==> src/rtl/cpu_ctrl_pkg.sv <==
// rtl/cpu_ctrl_pkg.sv - shared exception codes, controller states and stage indices
package cpu_ctrl_pkg;

    typedef enum logic [2:0] {
        EXP_NONE     = 3'd0,
        EXP_EXT_INT  = 3'd1,
        EXP_UNDEF    = 3'd2,
        EXP_OVF      = 3'd3,
        EXP_MISALIGN = 3'd4,
        EXP_TRAP     = 3'd5,
        EXP_ILL_ERET = 3'd6
    } exp_code_t;

    typedef enum logic [1:0] {
        RUN     = 2'd0,
        HANDLER = 2'd1,
        HALT    = 2'd2
    } ctrl_state_t;

    // Bit positions of each stage inside the 4-bit stall/flush vectors
    localparam int STG_IF  = 3;
    localparam int STG_ID  = 2;
    localparam int STG_EX  = 1;
    localparam int STG_MEM = 0;

endpackage

==> src/rtl/pipe_ctrl_hazard.sv <==
// rtl/pipe_ctrl_hazard.sv - stall/bubble generation for bus-busy and load-use hazards
module pipe_ctrl_hazard
    import cpu_ctrl_pkg::*;
(
    input  logic       if_busy,
    input  logic       mem_busy,
    input  logic       ld_hazard,
    output logic       busy,
    output logic [3:0] stall,
    output logic [3:0] flush
);

    assign busy = if_busy | mem_busy;

    // Load-use: hold IF/ID and inject a bubble into EX so the load can reach MEM
    always_comb begin
        stall = 4'b0000;
        flush = 4'b0000;
        if (busy) begin
            stall = 4'b1111;
        end else if (ld_hazard) begin
            stall[STG_IF] = 1'b1;
            stall[STG_ID] = 1'b1;
            flush[STG_EX] = 1'b1;
        end
    end

endmodule

==> src/rtl/pipe_ctrl.sv <==
// rtl/pipe_ctrl.sv - pipeline controller: hazards, exceptions, ERET, RUN/HANDLER/HALT; irq via PIPE_CTRL_EXT_IRQ_EN
module pipe_ctrl
    import cpu_ctrl_pkg::*;
#(
    parameter int                ADDR_W     = 30,
    parameter logic [ADDR_W-1:0] EXP_VECTOR = 30'h0000_0040
) (
    input  logic              clk,
    input  logic              rst,
`ifdef PIPE_CTRL_EXT_IRQ_EN
    input  logic              irq,
`endif
    input  logic              if_busy,
    input  logic              mem_busy,
    input  logic              ld_hazard,
    input  logic              mem_en,
    input  logic [ADDR_W-1:0] mem_pc,
    input  logic [2:0]        mem_exp_code,
    input  logic              mem_eret,
    output logic              if_stall,
    output logic              id_stall,
    output logic              ex_stall,
    output logic              mem_stall,
    output logic              if_flush,
    output logic              id_flush,
    output logic              ex_flush,
    output logic              mem_flush,
    output logic [ADDR_W-1:0] new_pc,
    output logic [ADDR_W-1:0] epc,
    output logic [2:0]        exp_cause,
    output logic              halted
);

    ctrl_state_t       state_q, state_d;
    logic [ADDR_W-1:0] epc_q, epc_d;
    exp_code_t         cause_q, cause_d;

    logic       busy;
    logic [3:0] haz_stall, haz_flush;
    logic [3:0] stall, flush;
    logic       ev_exc, ev_irq, ev_eret, take_exc;
    exp_code_t  exc_code;

    pipe_ctrl_hazard u_hazard (
        .if_busy   (if_busy),
        .mem_busy  (mem_busy),
        .ld_hazard (ld_hazard),
        .busy      (busy),
        .stall     (haz_stall),
        .flush     (haz_flush)
    );

    // Events are only sampled from a valid MEM insn while the buses are free
    always_comb begin
        ev_exc  = mem_en && !busy && (exp_code_t'(mem_exp_code) != EXP_NONE);
`ifdef PIPE_CTRL_EXT_IRQ_EN
        ev_irq  = mem_en && !busy && irq && (state_q == RUN);
`else
        ev_irq  = 1'b0;
`endif
        ev_eret = mem_en && !busy && mem_eret;
        // ERET outside a handler is itself illegal and takes the exception path
        take_exc = ev_exc || ev_irq || (ev_eret && state_q == RUN);
        if (ev_exc)
            exc_code = exp_code_t'(mem_exp_code);
        else if (ev_irq)
            exc_code = EXP_EXT_INT;
        else
            exc_code = EXP_ILL_ERET;
    end

    always_comb begin
        state_d = state_q;
        epc_d   = epc_q;
        cause_d = cause_q;
        stall   = haz_stall;
        flush   = haz_flush;
        new_pc  = EXP_VECTOR;
        if (rst) begin
            stall = 4'b0000;
            flush = 4'b0000;
        end else begin
            case (state_q)
                RUN, HANDLER: begin
                    if (take_exc) begin
                        stall = 4'b0000;
                        flush = 4'b1111;
                        if (state_q == RUN) begin
                            epc_d   = mem_pc;
                            cause_d = exc_code;
                            state_d = HANDLER;
                        end else begin
                            state_d = HALT;
                        end
                    end else if (ev_eret) begin
                        stall   = 4'b0000;
                        flush   = 4'b1111;
                        new_pc  = epc_q;
                        state_d = RUN;
                    end
                end
                default: begin
                    stall = 4'b1111;
                    flush = 4'b0000;
                end
            endcase
        end
    end

    always_ff @(posedge clk or posedge rst) begin
        if (rst) begin
            state_q <= RUN;
            epc_q   <= '0;
            cause_q <= EXP_NONE;
        end else begin
            state_q <= state_d;
            epc_q   <= epc_d;
            cause_q <= cause_d;
        end
    end

    assign if_stall  = stall[STG_IF];
    assign id_stall  = stall[STG_ID];
    assign ex_stall  = stall[STG_EX];
    assign mem_stall = stall[STG_MEM];
    assign if_flush  = flush[STG_IF];
    assign id_flush  = flush[STG_ID];
    assign ex_flush  = flush[STG_EX];
    assign mem_flush = flush[STG_MEM];
    assign epc       = epc_q;
    assign exp_cause = cause_q;
    assign halted    = (state_q == HALT);

endmodule

==> config.mk <==
export PLATFORM = sky130hd
export DESIGN_NAME = pipe_ctrl
export DESIGN_NICKNAME = d
export VERILOG_FILES = /design/src/rtl/cpu_ctrl_pkg.sv /design/src/rtl/pipe_ctrl_hazard.sv /design/src/rtl/pipe_ctrl.sv
export SDC_FILE = /design/constraint.sdc
export NUM_CORES = 1
export LEC_CHECK = 0
export BUFFER_PORTS_ARGS = -buffer_cell sky130_fd_sc_hd__buf_2
export CORE_MARGIN = 4
export CORE_UTILIZATION = 33
export CTS_CLUSTER_SIZE = 8
export DETAILED_ROUTE_END_ITERATION = 10
export HOLD_SLACK_MARGIN = 0.15
export PLACE_DENSITY = 0.68
export SYNTH_ARGS = -nofsm -noshare
export SYNTH_HDL_FRONTEND = slang
export SYNTH_SLANG_ARGS = --single-unit
==> constraint.sdc <==
create_clock -name clk -period 2.7 [get_ports clk]
set_input_delay 0.27 -clock clk [delete_from_list [all_inputs] [get_ports clk]]
set_output_delay 0.27 -clock clk [all_outputs]
set_load 0.01 [all_outputs]
* After elaboration in Yosys (flattened, before gate mapping)
Index checks and enable logic that the tools add are counted.
** Operators by class
- Equal/unequal tests :: 2
- Muxes and demuxes :: 21
- Bitwise gates (word level) :: 2
- Reductions and logical operators :: 12
** Operators with widths (number)
- 30-bit 2-to-1 mux :: 4
- 4-bit 2-to-1 mux :: 8
- 2-bit 2-to-1 mux :: 6
- 1-bit logical AND :: 4
- 4-bit AND reduction :: 1
- 3-bit 2-to-1 mux :: 1
- 3-bit AND reduction :: 1
- 3-bit nonzero test :: 1
- 2-bit by 1-bit equality test with 1-bit output, second input constant :: 1
- 2-bit equality test, second input constant :: 1
- 2-bit logical NOT :: 1
- 1-bit 2-to-1 mux :: 2
- 2-bit nonzero test :: 1
- 2-bit OR reduction :: 1
- 1-bit logical NOT :: 1
- 1-bit logical OR :: 1
- 1-bit inverter :: 1
- 1-bit OR :: 1
** Word-level totals
- Register bits :: 35
- Bits of input ports :: 40
- Output and inout bits :: 72
- Word-level logic and storage cells :: 40

* Depth between registers and ports, before layout
- Depth in word-level cells :: 9
- Mapped depth :: 5
- Mapped depth without buffers :: 3

* Hierarchy
From an unflattened synthesis, not the netlist that was laid out.
** Unflattened totals
- Cell total of the unflattened synthesis :: 148
- Area, all modules :: 1906.8 um2
** By module, submodules not included
- pipe_ctrl :: instances 1, cells each 138, area an instance 1838.0 um2
- pipe_ctrl_hazard :: instances 1, cells each 10, area an instance 68.8 um2

* Worst setup path after synthesis
Ideal clock, no wire load.
- Kind :: reg2out
- Start :: reg state_q[1]
- End :: out if_flush
- Arrival time :: 1.585 ns
- Required time :: 2.430 ns
- Setup slack :: 0.845 ns
- Cell stages (with the launch flop) :: 4
- Path through :: dfrtp_1 > or3_1 > nor3b_1 > buf_4
** On the way
- Cells in the longest elaborated chain, start to end :: 6
- Elaborated cells between the ends (all ways) :: 8
** RTL lines
- start: declaration :: line pipe_ctrl.sv:34 : ctrl_state_t state_q, state_d;
- start signal: assignment :: line pipe_ctrl.sv:116 : state_q <= state_d;
- 2-bit logical NOT :: line pipe_ctrl.sv:63, pipe_ctrl.sv:83
- 1-bit logical AND :: line pipe_ctrl.sv:63 : take_exc = ev_exc || ev_irq || (ev_eret && state_q == RUN);
- 1-bit logical OR :: line pipe_ctrl.sv:63
- 4-bit 2-to-1 mux :: line pipe_ctrl.sv:85 : if (take_exc) begin
- 4-bit 2-to-1 mux * :: line pipe_ctrl.sv:83 : case (state_q)
- 4-bit 2-to-1 mux * :: line pipe_ctrl.sv:79 : if (rst) begin
- end: declaration :: line pipe_ctrl.sv:24 : output logic if_flush,
Mark *: on every way between the ends. The rest lies on a longest branch, timed or not.

* Final worst setup path
- Start :: reg state_q[1]
- End :: out new_pc[29]
** On the way
- Cells in the longest elaborated chain, start to end :: 6
- Elaborated cells between the ends (all ways) :: 8
** RTL lines
- 2-bit logical NOT :: line pipe_ctrl.sv:63, pipe_ctrl.sv:83
- 1-bit logical AND :: line pipe_ctrl.sv:63
- 1-bit logical OR :: line pipe_ctrl.sv:63
- 30-bit 2-to-1 mux :: line pipe_ctrl.sv:85
- 30-bit 2-to-1 mux * :: line pipe_ctrl.sv:83
- 30-bit 2-to-1 mux * :: line pipe_ctrl.sv:79
- end: declaration :: line pipe_ctrl.sv:28 : output logic [ADDR_W-1:0] new_pc,
Marked as above.

==> impl_metrics.toml <==
[floorplan]
die_area_um2 = 6690
die-height_um = 81.8
rows = 26
io_pins = 112
start_util_pct = 34.5
die_width_um = 81.8
core-area_um2 = 5200

[timing]
period_minus_slack_ps = 2280
tightest_slew_ps = 561
finalSetupTns_ps = 0
relSlewSlack_pct = 62.6
fmax_ghz = 0.440
finalWorstSetupSlack_ps = 425
grt_setup_unrepaired = "no"
drv_slew = 0
finClkSkew_ps = 7.08
setup_viol = 0
period_share_pct = 84.3
hold_viol_final = 0

[clock_tree]
cts.path.max_buffers = 2
root_buffer = "clkbuf_8"
cts_buffers = 5
cts_setup_buffers = 0
clock_latency_ps = 280
post_cts_resized = 0
holdBufCountCts = 0
cts_tree = "built"
clkSinkCount = 35
clk_pin_slew_ps = 70
htreeDepth = 2

[routing]
drc_errors = 0
wl_met3_um = 393
top_layer = "met4"
vias = 1385
vias_per_cell = 4.41
drtIter0Drc = 23
dr_wl_met2_um = 2170
route.layer.met1.wl_um = 1680
drtPass1Iterations = 4
totalWireLength_um = 4290
antenna_left = 0
wl_per_cell_um = 13.7

[grt]
grt_max_degree = 36
antenna_found_initial = 0
grt_pass1_wl_um = 6600
grt_overflow = 0
groute.usage.overall_pct = 13.0
grt_pass1_vias = 1399

[critical_path]
slowest_delay_ps = 480
cp_cell_sequence = "or3_1 > nor4_4 > buf_4 > and2_1 > buf_2"
r2r_cells = 4
regToRegSetupSlack_ps = 670
crit_type = "register to output port"
timing.rr.end = "epc[22]"
required_ps = 2430
crit_arrival_ps = 2010
endpoint_kind = "output port"
start_kind = "register"
r2r_start = "state_q[1]"
cp_max_fo = 20
crit_slowest_cell = "or3_1"

[yosys]
ys_ff_latch = 35
ys_seq_area_share_pct = 48.7
synth_compound_area_share_pct = 2.72
synth_top_family_by_area = "multiplexers"
netlist_instances = 132
netlist_area_um2 = 1800
syn-num-nets = 172
yosysWarnings = 0
synth_xor_area_share_pct = 0.487
synth_cell_types = 26
synthSimpleGateAreaFrac_pct = 16.3
syn_area_per_cell_um2 = 13.6
synthAdderAreaFrac_pct = 0
synthMuxAreaShare_pct = 25.3

[power_and_ir_drop]
leakage_nw = 1.36
max-vdd-ir-drop_uv = 368
power.density_nw_per_um2 = 934

[place]
gp_congestion = 0.753
postPlaceCellArea_um2 = 2380
dp_worst_setup_slack_ps = 673
post-place-cells = 306
io_buffer_count = 111
dp_hpwl_um = 3290

[final_layout]
areaGrowthSynthToFinish_pct = 39.0
layout-drive-gt1-share_pct = 65.2
diodes = 0
final_cell_mix = "buf_2 (111), dfrtp_1 (35), and2_1 (29)"
stdcell_count = 314
fin_area_um2 = 2500
fill_cells = 505
fin_nets = 283
postLayoutCoreUtil_pct = 48.0
layout_commonest_cell = "buf_2"

[min_path]
hp-class = "input port to asynchronous set/reset pin"

[job]
max_cap_violations = 0

[status]
status = "complete, no violations"
## per-stage QoR
step	hold WS, ps	total power [mW]
2_1_floorplan	418	1.49
3_3_place_gp	463	1.86
3_5_place_dp	469	1.87
4_1_cts	156	2.37
5_1_grt	184	2.49
6_report	146	2.33
## critical path: cells and delay by family (launching register included)
| family | cells | cell delay, ps |
|---|---|---|
| simple gates | 3 | 930 |
| flops | 1 | 420 |
| buf+inv | 2 | 380 |
## report_power, final
part	switching [mW]	total (mW)	internal, mW
clock	0.181	0.479	0.299
sequential	0.197	0.986	0.789
combinational	0.347	0.867	0.520
total	0.725	2.33	1.61
## cells in the mapped netlist (all sizes together)
library cell	number	area, µm²
o32a	2	20.0
nor4	1	12.5
o21a	1	7.51
a21boi	1	7.51
or3	2	13.8
nor3b	2	15.0
clkbuf	3	11.3
or4	1	11.3
nor2	3	11.3
dfrtp	35	876
buf	8	101
mux2	31	454
nor3	3	15.0
nor2b	1	6.26
and3	1	6.26
a21oi	1	5.00
a31o	1	8.76
and2	29	181
nand2	2	7.51
inv	1	3.75
xor2	1	8.76
nand2b	2	12.5
## logic make-up (layout without fill, tap and decap cells)
family | count (synthesis) | in the layout
compound gates | 6 | 6
flops | 35 | 35
xor+xnor | 1 | 1
buf+inv | 12 | 124
simple gates | 47 | 47
mux | 31 | 31
## area by class of cell
cell class	count	area, µm²	share of cell area, %
Clock buffer	6	82.6	3.31
Tap cell	70	87.6	3.51
Clock inverter	2	35.0	1.40
Multi-Input combinational cell	85	815	32.6
Inverter	1	3.75	0.150
Timing Repair Buffer	115	598	23.9
Sequential cell	35	876	35.1
## how the worst max path moves through the flow
stage,cells after the start,slack (ps),to,from
after floorplan,3,840,if_flush,state_q[1]
after global placement,5,690,epc[14],mem_exp_code[0]
after detailed placement,6,670,new_pc[29],mem_exp_code[0]
after CTS,5,400,new_pc[29],state_q[1]
after global routing,5,290,new_pc[9],state_q[1]
final,5,420,new_pc[29],state_q[1]
## routing by layer
| metal | global-route usage, % | vias up |
|---|---|---|
| li1 | - | 666 |
| met5 | 0 | - |
| met3 | 4.50 | 5 |
| met2 | 21.8 | 64 |
| met4 | 3.49 | 0 |
| met1 | 15.8 | 650 |
## state kept, by name, indices dropped and copies added, names as in the netlist
register	count
epc	30
state_q	2
exp_cause	3
(Power assumes the default switching activity.)
